===== src/rtl/cpu_pkg.sv =====
// Shared CPU definitions: sequencer state encoding, reset PC and the
// position of the branch/jump word offset inside the instruction.
package cpu_pkg;

  typedef enum logic [1:0] {
    ST_BOOT  = 2'b00,
    ST_RUN   = 2'b01,
    ST_STALL = 2'b10
  } seq_state_e;

  localparam logic [31:0] DEFAULT_RESET_PC = 32'd0;

  localparam int OFFSET_LSB = 16;
  localparam int OFFSET_MSB = 23;
  localparam int OFFSET_W_DEFAULT = OFFSET_MSB - OFFSET_LSB + 1;

endpackage


===== src/rtl/pc_next_logic.sv =====
// Stateless next-PC arithmetic: sequential address, branch/jump target and
// the taken decision for the current instruction.
module pc_next_logic
  import cpu_pkg::*;
#(
  parameter int OFFSET_W = OFFSET_W_DEFAULT
) (
  input  logic [31:0]         pc,
  input  logic [OFFSET_W-1:0] offset,
  input  logic                jump,
  input  logic                branch,
  input  logic                zero,
  output logic [31:0]         pc_plus4,
  output logic [31:0]         target,
  output logic                taken
);

  logic [31:0] byte_offset_s;

  // Word offset becomes a signed byte displacement; all sums wrap modulo 2^32.
  assign byte_offset_s = {{(32-OFFSET_W-2){offset[OFFSET_W-1]}}, offset, 2'b00};
  assign pc_plus4      = pc + 32'd4;
  assign target        = pc_plus4 + byte_offset_s;
  assign taken         = jump | (branch & zero);

endmodule


===== src/rtl/pc_sequencer.sv =====
// Program-counter controller: owns the PC, holds it across memory busywait
// and remembers a taken redirect decided in the cycle the stall began.
module pc_sequencer
  import cpu_pkg::*;
#(
  parameter logic [31:0] RESET_PC = DEFAULT_RESET_PC,
  parameter int          OFFSET_W = OFFSET_W_DEFAULT
) (
  input  logic                CLK,
  input  logic                RESET,
  input  logic                JUMP,
  input  logic                BRANCH,
  input  logic                ZERO,
  input  logic [OFFSET_W-1:0] OFFSET,
  input  logic                I_BUSYWAIT,
  input  logic                D_BUSYWAIT,
  output logic [31:0]         PC,
  output logic [31:0]         PC_PLUS4,
  output logic                FETCH_EN,
  output logic                STALL,
  output logic                REDIRECT,
  output logic [31:0]         RETIRED
);

  seq_state_e  state_q, state_d;
  logic [31:0] pc_q, pc_d;
  logic [31:0] retired_q, retired_d;
  logic        pend_taken_q, pend_taken_d;
  logic [31:0] pend_target_q, pend_target_d;

  logic [31:0] pc_plus4_s;
  logic [31:0] target_s;
  logic        taken_s;
  logic        busy_s;

  pc_next_logic #(
    .OFFSET_W (OFFSET_W)
  ) u_next (
    .pc       (pc_q),
    .offset   (OFFSET),
    .jump     (JUMP),
    .branch   (BRANCH),
    .zero     (ZERO),
    .pc_plus4 (pc_plus4_s),
    .target   (target_s),
    .taken    (taken_s)
  );

  assign busy_s = I_BUSYWAIT | D_BUSYWAIT;

  // Next-state, next-PC and pending-redirect selection.
  always_comb begin
    state_d       = state_q;
    pc_d          = pc_q;
    retired_d     = retired_q;
    pend_taken_d  = pend_taken_q;
    pend_target_d = pend_target_q;
    case (state_q)
      ST_BOOT: begin
        state_d = ST_RUN;
      end
      ST_RUN: begin
        if (busy_s) begin
          state_d       = ST_STALL;
          pend_taken_d  = taken_s;
          pend_target_d = target_s;
        end else begin
          pc_d      = taken_s ? target_s : pc_plus4_s;
          retired_d = retired_q + 32'd1;
        end
      end
      ST_STALL: begin
        // Flow inputs are ignored here; the decision was captured on entry.
        if (busy_s) begin
          state_d = ST_STALL;
        end else begin
          pc_d         = pend_taken_q ? pend_target_q : pc_plus4_s;
          retired_d    = retired_q + 32'd1;
          state_d      = ST_RUN;
          pend_taken_d = 1'b0;
        end
      end
      default: begin
        state_d      = ST_BOOT;
        pc_d         = RESET_PC;
        pend_taken_d = 1'b0;
      end
    endcase
  end

  // State, PC, retire counter and pending-redirect registers.
  always_ff @(posedge CLK or negedge RESET) begin
    if (!RESET) begin
      state_q       <= ST_BOOT;
      pc_q          <= RESET_PC;
      retired_q     <= 32'd0;
      pend_taken_q  <= 1'b0;
      pend_target_q <= 32'd0;
    end else begin
      state_q       <= state_d;
      pc_q          <= pc_d;
      retired_q     <= retired_d;
      pend_taken_q  <= pend_taken_d;
      pend_target_q <= pend_target_d;
    end
  end

  assign PC       = pc_q;
  assign PC_PLUS4 = pc_plus4_s;
  assign RETIRED  = retired_q;
  assign FETCH_EN = (state_q == ST_RUN) || (state_q == ST_STALL);
  assign STALL    = (state_q == ST_STALL);
  assign REDIRECT = ((state_q == ST_RUN) && taken_s) ||
                    ((state_q == ST_STALL) && pend_taken_q);

endmodule


===== config.mk =====
export PLATFORM = sky130hd
export DESIGN_NAME = pc_sequencer
export DESIGN_NICKNAME = d
export VERILOG_FILES = /design/src/rtl/cpu_pkg.sv /design/src/rtl/pc_next_logic.sv /design/src/rtl/pc_sequencer.sv
export SDC_FILE = /design/constraint.sdc
export NUM_CORES = 1
export LEC_CHECK = 0
export BUFFER_PORTS_ARGS = -buffer_cell sky130_fd_sc_hd__buf_2
export CELL_PAD_IN_SITES_DETAIL_PLACEMENT = 0
export CELL_PAD_IN_SITES_GLOBAL_PLACEMENT = 1
export CORE_MARGIN = 3
export CORE_UTILIZATION = 43
export DETAILED_ROUTE_END_ITERATION = 8
export HOLD_SLACK_MARGIN = 0.12
export PLACE_DENSITY = 0.88
export SETUP_SLACK_MARGIN = 0.2
export SYNTH_ARGS = -nofsm -noshare
export SYNTH_HDL_FRONTEND = slang
export SYNTH_SLANG_ARGS = --single-unit

===== constraint.sdc =====
create_clock -name CLK -period 3.72 [get_ports CLK]
set_input_delay 0.186 -clock CLK [delete_from_list [all_inputs] [get_ports CLK]]
set_output_delay 0.186 -clock CLK [all_outputs]
set_load 0.1 [all_outputs]

# Word level (Yosys, flattened, before mapping)
# Cells that the tools add are included.
[op_classes] bitwise=5 n_div=0 n_shift=0 reduce_logical=10 magnitude_cmp=0 n_mul=0 addsub=3 eq_ne=5 mux=11
[ops] operator="32-bit 2-to-1 mux" n=4
[ops] operator="32-bit case mux with 3 select lines" n=1
[ops] operator="32-bit by 1-bit adder with 32-bit output (second input constant)" n=1
[ops] operator="32-bit by 3-bit adder with 32-bit output (second input constant)" n=1
[ops] operator="32-bit adder" n=1
[ops] operator="2-bit != test (second input constant)" n=3
[ops] operator="2-bit case mux with 3 select lines" n=1
[ops] operator="3-bit AND reduction" n=2
[ops] operator="2-bit 2-to-1 mux" n=2
[ops] operator="2-bit AND reduction" n=2
[ops] operator="1-bit case mux with 3 select lines" n=1
[ops] operator="2-bit by 1-bit == test with 1-bit output (second input constant)" n=1
[ops] operator="2-bit == test (second input constant)" n=1
[ops] operator="1-bit logical AND" n=2
[ops] operator="2-bit zero test" n=1
[ops] operator="1-bit logical OR" n=2
[ops] operator="1-bit 2-to-1 mux" n=2
[ops] operator="1-bit NOT" n=2
[ops] operator="1-bit OR" n=2
[ops] operator="2-bit OR reduction" n=1
[ops] operator="1-bit bitwise AND" n=1
[word_totals] memories=0 latchBits=0 ff_bits=99 out_inout_bits=99 mem_bits_rw=0 inputBits=15 mem_bits_ro=0

# Depth between registers and ports, before layout
# Gate-level depths: netlist of the first run.
[depth] ltp_word=5 depth_mapped=17 depth_no_buf=16

# Modules after synthesis
# From an unflattened synthesis of the first run, not the netlist that was laid out.
[hier_totals] cells_unflattened=753 area_unflattened_um2=7262.0
[modules_own_cells] module="pc_sequencer" area_each_um2=5039.8 instances=1 cells_per_inst=442
[modules_own_cells] module="pc_next_logic" area_each_um2=2222.1 instances=1 cells_per_inst=311

# Least setup slack after synthesis of the first run
# Ideal clock, no wire load.
[synth_timing] path_type="reg-to-reg" from="reg pc_q[3], in the netlist PC[3]" to="reg pc_q[31], in the netlist PC[31]" path_slack_ns=-1.905 stages_incl_launch_ff=18 t_arrival_ns=5.493 t_required_ns=3.588 period_less_slack_ns=5.625 setup_time_ns=0.132 path_cell_list="dfrtp_1 > ha_1 > nand2_1 > nor2_1 > and3_1 > nand2b_1 > inv_1 > nand2_1 > xnor2_1 > ha_1 > clkbuf_1 > a21oi_1 > o21ai_1 > a221o_1 > a21oi_1 > o21ai_0 > xnor2_1 > o21ai_0"
[synth_via] elab_chain_cells=5
[synth_rtl] item="start: declaration" line_no="pc_sequencer.sv:26" text="logic [31:0] pc_q, pc_d;"
[synth_rtl] item="start signal: assignment" line_no="pc_sequencer.sv:101" text="pc_q <= pc_d;"
[synth_rtl] item="32-bit by 3-bit adder with 32-bit output" line_no="pc_next_logic.sv:22" text="assign pc_plus4 = pc + 32'd4;"
[synth_rtl] item="named net PC_PLUS4[24]" line_no="pc_sequencer.sv:18" text="output logic [31:0] PC_PLUS4,"
[synth_rtl] item="32-bit adder" line_no="pc_next_logic.sv:23" text="assign target = pc_plus4 + byte_offset_s;"
[synth_rtl] item="32-bit 2-to-1 mux" line_no="pc_sequencer.sv:68" text="pc_d = taken_s ? target_s : pc_plus4_s;"
[synth_rtl] item="32-bit 2-to-1 mux" line_no="pc_sequencer.sv:63" text="if (busy_s) begin"
[synth_rtl] item="32-bit case mux with 3 select lines" line_no="pc_sequencer.sv:58" text="case (state_q)"
# The timed path passes the listed nets, and every way through them passes these cells. The select of a mux whose other input is x is not followed.
# A chain may end at the register's enable or synchronous reset.

# Final worst setup path of the first run
[layout_timing] from="reg pc_q[3], in the netlist PC[3]" to="reg pc_q[30], in the netlist PC[30]"
[layout_via] elab_chain_cells=5
[layout_rtl] item="32-bit by 3-bit adder with 32-bit output *" line_no="pc_next_logic.sv:22"
[layout_rtl] item="32-bit adder" line_no="pc_next_logic.sv:23"
[layout_rtl] item="32-bit 2-to-1 mux" line_no="pc_sequencer.sv:68"
[layout_rtl] item="32-bit 2-to-1 mux" line_no="pc_sequencer.sv:63"
[layout_rtl] item="32-bit case mux with 3 select lines *" line_no="pc_sequencer.sv:58"
# Mark *: on every way between the ends. The rest lies on a longest branch, timed or not. The select of a mux whose other input is x is not followed.

==> results of run 1 <==
==> power by group through the flow <==
stage	Combinational (mW)	Sequential, mW	Clock (mW)
after floorplan	3.05	2.75	0
after global placement	4.87	1.81	0
after detailed placement	4.93	1.83	0
after CTS	4.96	1.82	1.01
after global routing	5.58	1.87	1.06
final	5.27	1.83	0.992
==> per-layer routing <==
layer  vias up  global-route usage  part of all wire
met5         -                   0                 0
met4         0              0.0692             0.020
met3        28              0.0311             0.050
met2       172               0.361              0.48
met1      2925               0.312              0.45
li1       2813                   -                 -
==> registers in the layout, summed over array words and instances (netlist names) <==
register       cells
state_q            2
pend_taken_q       1
PC                32
pend_target_q     32
RETIRED           32
==> placed cells by master, fill, tap and decap left out, types with 7 or more instances in the layout <==
cell type / instances
nor2_2: 7
o21ai_1: 7
ha_4: 11
a221oi_1: 15
nand2_2: 7
buf_4: 41
dfrtp_4: 14
nor2_1: 33
ha_1: 22
nand4_1: 12
mux2_2: 21
nand2_1: 82
xnor2_1: 35
a222oi_1: 8
a21oi_1: 42
dfrtp_1: 77
nand3_2: 7
a21o_1: 12
clkbuf_16: 9
inv_1: 14
xor2_1: 23
buf_2: 112
o21ai_0: 37
nand3_1: 20
and3_1: 11
xnor2_4: 16
a21oi_2: 7
dfrtp_2: 8
==> timing repair <==
item / in CTS / in global routing
buffers inserted: 3 / 21
resized for setup: 6 / 78
hold endpoints to repair: 76 / 0
cloned: 0 / 0
endpoints found under the setup margin: 10 / 24
pin swaps: 2 / 44
hold buffers: 1 / 0
==> how the worst max path moves through the flow <==
stage	startpoint	endpoint	slack, ns	cells after the start
finish	PC[3]$_DFFE_PN0P_	PC[30]$_DFFE_PN0P_	0.28	14
global route	PC[6]$_DFFE_PN0P_	pend_target_q[28]$_DFFE_PN0P_	0.06	15
CTS	PC[2]$_DFFE_PN0P_	PC[30]$_DFFE_PN0P_	0.20	16
detailed placement	PC[2]$_DFFE_PN0P_	PC[30]$_DFFE_PN0P_	0.01	16
global placement	PC[2]$_DFFE_PN0P_	PC[30]$_DFFE_PN0P_	0.13	16
floorplan	PC[11]$_DFFE_PN0P_	PC[30]$_DFFE_PN0P_	-0.30	13
==> kinds of logic (layout without fill, tap and decap cells) <==
| group | count (synthesis) | in the layout | share of synthesized area |
|---|---|---|---|
| xor gates and xnor gates | 86 | 86 | 0.116 |
| AOI/OAI and AO/OA | 184 | 184 | 0.189 |
| buffers and inverters | 46 | 188 | 0.0314 |
| muxes | 21 | 21 | 0.0364 |
| adders and majority gates | 38 | 38 | 0.0744 |
| and+or+nand+nor | 228 | 228 | 0.171 |
| DFF | 99 | 99 | 0.382 |
==> through the flow <==
step	power (mW)	cell area [sq um]	hold WS (ns)	worst slack, ns
3_5_place_dp	6.77	7870	0.421	0.0111
2_1_floorplan	5.81	7070	-0.110	-0.302
3_3_place_gp	6.68	7870	0.403	0.128
5_1_grt	8.50	8760	0.241	0.0606
6_report	8.09	8760	0.270	0.276
4_1_cts	7.79	8230	0.229	0.196
==> synthesized netlist by cell type, types with 3 or more instances <==
master,number,share of area
a21o_1,12,0.014
a21oi_1,51,0.039
a221oi_1,16,0.022
a222oi_1,8,0.012
a22oi_1,4,0.0046
a31oi_1,5,0.0048
and2_1,5,0.0048
and3_1,15,0.014
and4_1,6,0.0081
buf_2,3,0.0023
buf_4,7,0.0081
clkbuf_1,20,0.012
dfrtp_1,99,0.38
ha_1,37,0.071
inv_1,15,0.0087
mux2_2,21,0.036
nand2_1,89,0.051
nand2b_1,6,0.0058
nand3_1,27,0.021
nand3_2,3,0.0046
nand4_1,12,0.012
nor2_1,42,0.024
nor2b_1,7,0.0067
o21a_1,6,0.0069
o21ai_0,43,0.033
o21ai_1,7,0.0054
o21bai_1,3,0.0035
o22ai_1,4,0.0039
xnor2_1,56,0.076
xor2_1,30,0.040
==> final cells by class <==
type	count	area (sq um)	share of cell area
Timing Repair Buffer	157	912	0.104
Clock buffer	9	225	0.0257
Sequential cell	99	2540	0.290
Clock inverter	7	82.6	0.00943
Multi-Input combinational cell	557	4710	0.538
Inverter	15	56.3	0.00643
Tap cell	184	230	0.0263
==> worst max-delay path, delay by kind of cell (launching register included) <==
kind | cells | cell delay, ns
AOI/OAI and AO/OA | 4 | 0.85
xor gates and xnor gates | 2 | 0.44
adders and majority gates | 1 | 0.40
buffers and inverters | 1 | 0.12
DFF | 1 | 0.44
and+or+nand+nor | 6 | 1.04
==> metrics.cfg, run 1 <==
[outcome]
outcome = finished clean

[power_and_ir_drop]
vdd_ir_drop_max_mv = 0.523
p_leak_nw = 4.03
p_int_mw = 3.45
power_frac_seq = 0.226
combPwrFrac = 0.652
swShare = 0.574
p_switching_mw = 4.64
p_per_area_nw_per_um2 = 924
clkPwrFrac = 0.123

[worst_hold_path]
hold_path_end = pend_target_q[2]$_DFFE_PN0P_
hold_start = OFFSET[0]
holdPathStages = 3
min_path_type = in2reg

[placement]
io_buffers = 113
dpl.hpwl_um = 13500
gp_congestion = 0.907
dp.cells = 987

[drt]
wl_per_cell_um = 18.8
drt-total-wl_um = 19300
ant_nets = 0
viasPerCell = 5.78
drt_iter0_drc = 363
route.detailed.drc = 0
dr.pass1.iters = 5
vias = 5938

[synth]
ys.flop_type = dfrtp_1
synth_edf_count = 0
yosys_warnings = 0
ys_types = 64
yosysSeqAreaShare = 0.382
synthArstFlopShare = 1.00
synth_area_per_cell_sq_um = 9.24
syn_area_sq_um = 6490
synthCells = 702
ys_seq_elements = 99
syn_nets = 755

[worst_setup_path]
crit_arrival_ns = 3.66
regToRegEndpoint = PC[30]$_DFFE_PN0P_
cp_max_fo = 7
timing.reg2reg.setup_slack_ns = 0.28
max_stage_delay_ns = 0.44
regToRegStartpoint = PC[3]$_DFFE_PN0P_
cp_slowest_cell = dfrtp_4
cp_cell_sequence = buf_4, nand3_2, nor2_4, nand3_4, nor2_2, nand2_1, xnor2_4, ha_1, a21o_1, a21o_1, a221o_1, nor2_1, xor2_1, o221ai_2
reg2regPathDepth = 14
cp.required_ns = 3.93
cp-start-kind = flip-flop
end_kind = flip-flop
critPathKind = reg2reg
cp_common_cell = a21o_1

[timing]
finalHoldViolCount = 0
setup-tns-final_ns = 0
max_freq_mhz = 290
period_share = 0.926
final_max_slew_viol_count = 0
worst_slew_pin_slew_ns = 0.989
min_period_ns = 3.44
relSlewSlack = 0.341
finalSetupViolations = 0
rsz0062_at_grt = yes
clock_skew_ns = 0.00719

[clock_network]
cts_sinks = 99
cts_tree = done
clock_path_buffers = 2
path_clk_slew_ns = 0.07
cts_buffers = 9
htreeDepth = 3
clock_latency_ns = 0.36
root_buffer = clkbuf_16

[grt]
grt-ovfl-total = 0
grt_pass1_vias = 5750
grt_antenna_before_repair = 0
track_usage = 0.223
grt_pass1_wl_um = 29700
grt_max_degree = 78

[floorplan]
row_count = 44
fp.dieH_um = 129
core_area_sq_um = 14600
die-area_sq_um = 16600
io_pins = 114
initial_utilization = 0.443
die_w_um = 129

[job]
drv_cap = 0

[finish]
fin_util = 0.598
nets = 892
layout.cells.non_filler = 1028
fill_cells = 1257
area.growth.synth_to_final_pct = 34.9
antenna_cells = 0
layout-drive-gt1-share = 0.395

Note: power is estimated with default switching activity, not from simulation.
==> run 2, diff against run 1 <==
clock period = 3.5 ns   (was 3.72 ns; I/O delays follow)
==> metrics.cfg, run 2 (synthesis gave the netlist of run 1 again) <==
[clock_network]
cts_buffers = 9
clock_latency_ns = 0.37
cts_tree = done
cts_sinks = 99
path_clk_slew_ns = 0.07
htreeDepth = 3
clock_path_buffers = 2
root_buffer = clkbuf_16

[worst_setup_path]
reg2regPathDepth = 15
timing.reg2reg.setup_slack_ns = 0.09
end_kind = flip-flop
critPathKind = reg2reg
cp-start-kind = flip-flop
cp.required_ns = 3.71
cp_max_fo = 6
crit_arrival_ns = 3.62

[drt]
route.detailed.drc = 0
ant_nets = 0
dr.pass1.iters = 5
viasPerCell = 5.81
vias = 6243
wl_per_cell_um = 19.1
drt-total-wl_um = 20500
drt_iter0_drc = 465

[power_and_ir_drop]
p_per_area_nw_per_um2 = 959
p_leak_nw = 4.33
vdd_ir_drop_max_mv = 0.558

[worst_hold_path]
holdPathStages = 3
min_path_type = in2reg

[outcome]
outcome = finished clean

[placement]
io_buffers = 113
gp_congestion = 0.958
dpl.hpwl_um = 14200
dp.cells = 1031

[finish]
antenna_cells = 0
layout.cells.non_filler = 1075
layout-drive-gt1-share = 0.460
final_cell_mix = buf_2, buf_4, nand2_1
fin_util = 0.640
nets = 939
area.growth.synth_to_final_pct = 44.3
final_common_cell = buf_2

[timing]
min_period_ns = 3.41
fin_hold_ws_ns = 0.209
rsz0062_at_grt = yes
clock_skew_ns = 0.00986
max_freq_mhz = 293
worst_slew_pin_slew_ns = 0.923
relSlewSlack = 0.385
final_max_slew_viol_count = 0
finalHoldViolCount = 0
period_share = 0.975
finalSetupViolations = 0

[grt]
grt_antenna_before_repair = 0
grt-ovfl-total = 0
grt_pass1_vias = 6212
grt_pass1_wl_um = 31900
track_usage = 0.240
grt_max_degree = 53

[floorplan]
row_count = 44
core_area_sq_um = 14600
die_w_um = 129
die-area_sq_um = 16600
io_pins = 114
fp.dieH_um = 129
initial_utilization = 0.443

[job]
drv_cap = 0

[run 2: changes by cell type in the layout (fill, tap and decap cells not counted), moves of 3 or more]
| cell | before | now |
|---|---|---|
| a21oi_1 | 42 | 37 |
| a21oi_2 | 7 | 11 |
| buf_4 | 41 | 84 |
| buf_6 | 3 | 6 |
| ha_1 | 22 | 16 |
| ha_4 | 11 | 17 |
| nand2_1 | 82 | 79 |
| o21ai_0 | 37 | 32 |
[run 2: layer usage]
metal,track usage,routed length (um)
met1,0.336,9090
met2,0.383,9860
met3,0.0311,1080
met4,0.0908,495
met5,0,0
[run 2: path summary, 6_finish.rpt]
| path | start | endpoint |
|---|---|---|
| setup / recovery | PC[10]$_DFFE_PN0P_ | PC[29]$_DFFE_PN0P_ |
| hold / removal | OFFSET[0] | pend_target_q[2]$_DFFE_PN0P_ |
| setup reg to reg | PC[10]$_DFFE_PN0P_ | PC[29]$_DFFE_PN0P_ |
| hold reg to reg | RETIRED[31]$_DFFE_PN0P_ | RETIRED[31]$_DFFE_PN0P_ |
| max in group asynchronous | RESET | PC[15]$_DFFE_PN0P_ |
| min in group asynchronous | RESET | RETIRED[8]$_DFFE_PN0P_ |
[run 2: what timing repair did]
item                       CTS  global route
resized for setup           36            92
hold buffers                 1             0
setup endpoints to repair   20            36
pin swaps                   18            56
setup buffers               12            15
hold endpoints to repair    50             0
[run 2: cell type report]
| cell class | instances | area [sq um] |
|---|---|---|
| fillers | 1141 | 5280 |
| multi-input cells | 557 | 4930 |
| flip-flops and latches | 99 | 2540 |
| repair buffers | 204 | 1290 |
| well taps | 184 | 230 |
| clock buffers | 9 | 225 |
| clock inverters | 7 | 88.8 |
| inverters | 15 | 58.8 |
[run 2: report_power, final]
part | switching, mW | leakage, nW | internal (mW)
combinational | 4.24 | 2.92 | 1.81
sequential | 0.348 | 1.26 | 1.53
clock | 0.491 | 0.150 | 0.571
[run 2: worst max-delay path, stage by stage, from the launching register on]
cell,delay (ns)
dfrtp_4,0.41
and3_4,0.23
and3_4,0.25
and3_4,0.25
buf_6,0.11
nand4_1,0.19
xnor2_4,0.27
ha_4,0.24
a21o_1,0.17
a21oi_2,0.17
o31ai_2,0.08
a21oi_1,0.16
o21ai_2,0.12
a31oi_2,0.19
xor2_1,0.26
o221ai_1,0.16
[run 2: metrics by stage]
step | setup WS (ns) | cell area, sq um | total power, mW | TNS [ns]
after global placement | 0.0584 | 8200 | 7.29 | 0
after global routing | -0.00253 | 9370 | 9.42 | -0.00253
after detailed placement | -0.00635 | 8200 | 7.39 | -0.00635
after CTS | 0.156 | 8800 | 8.59 | 0
after floorplan | -0.522 | 7070 | 6.17 | -12.89
final | 0.0883 | 9370 | 8.98 | 0
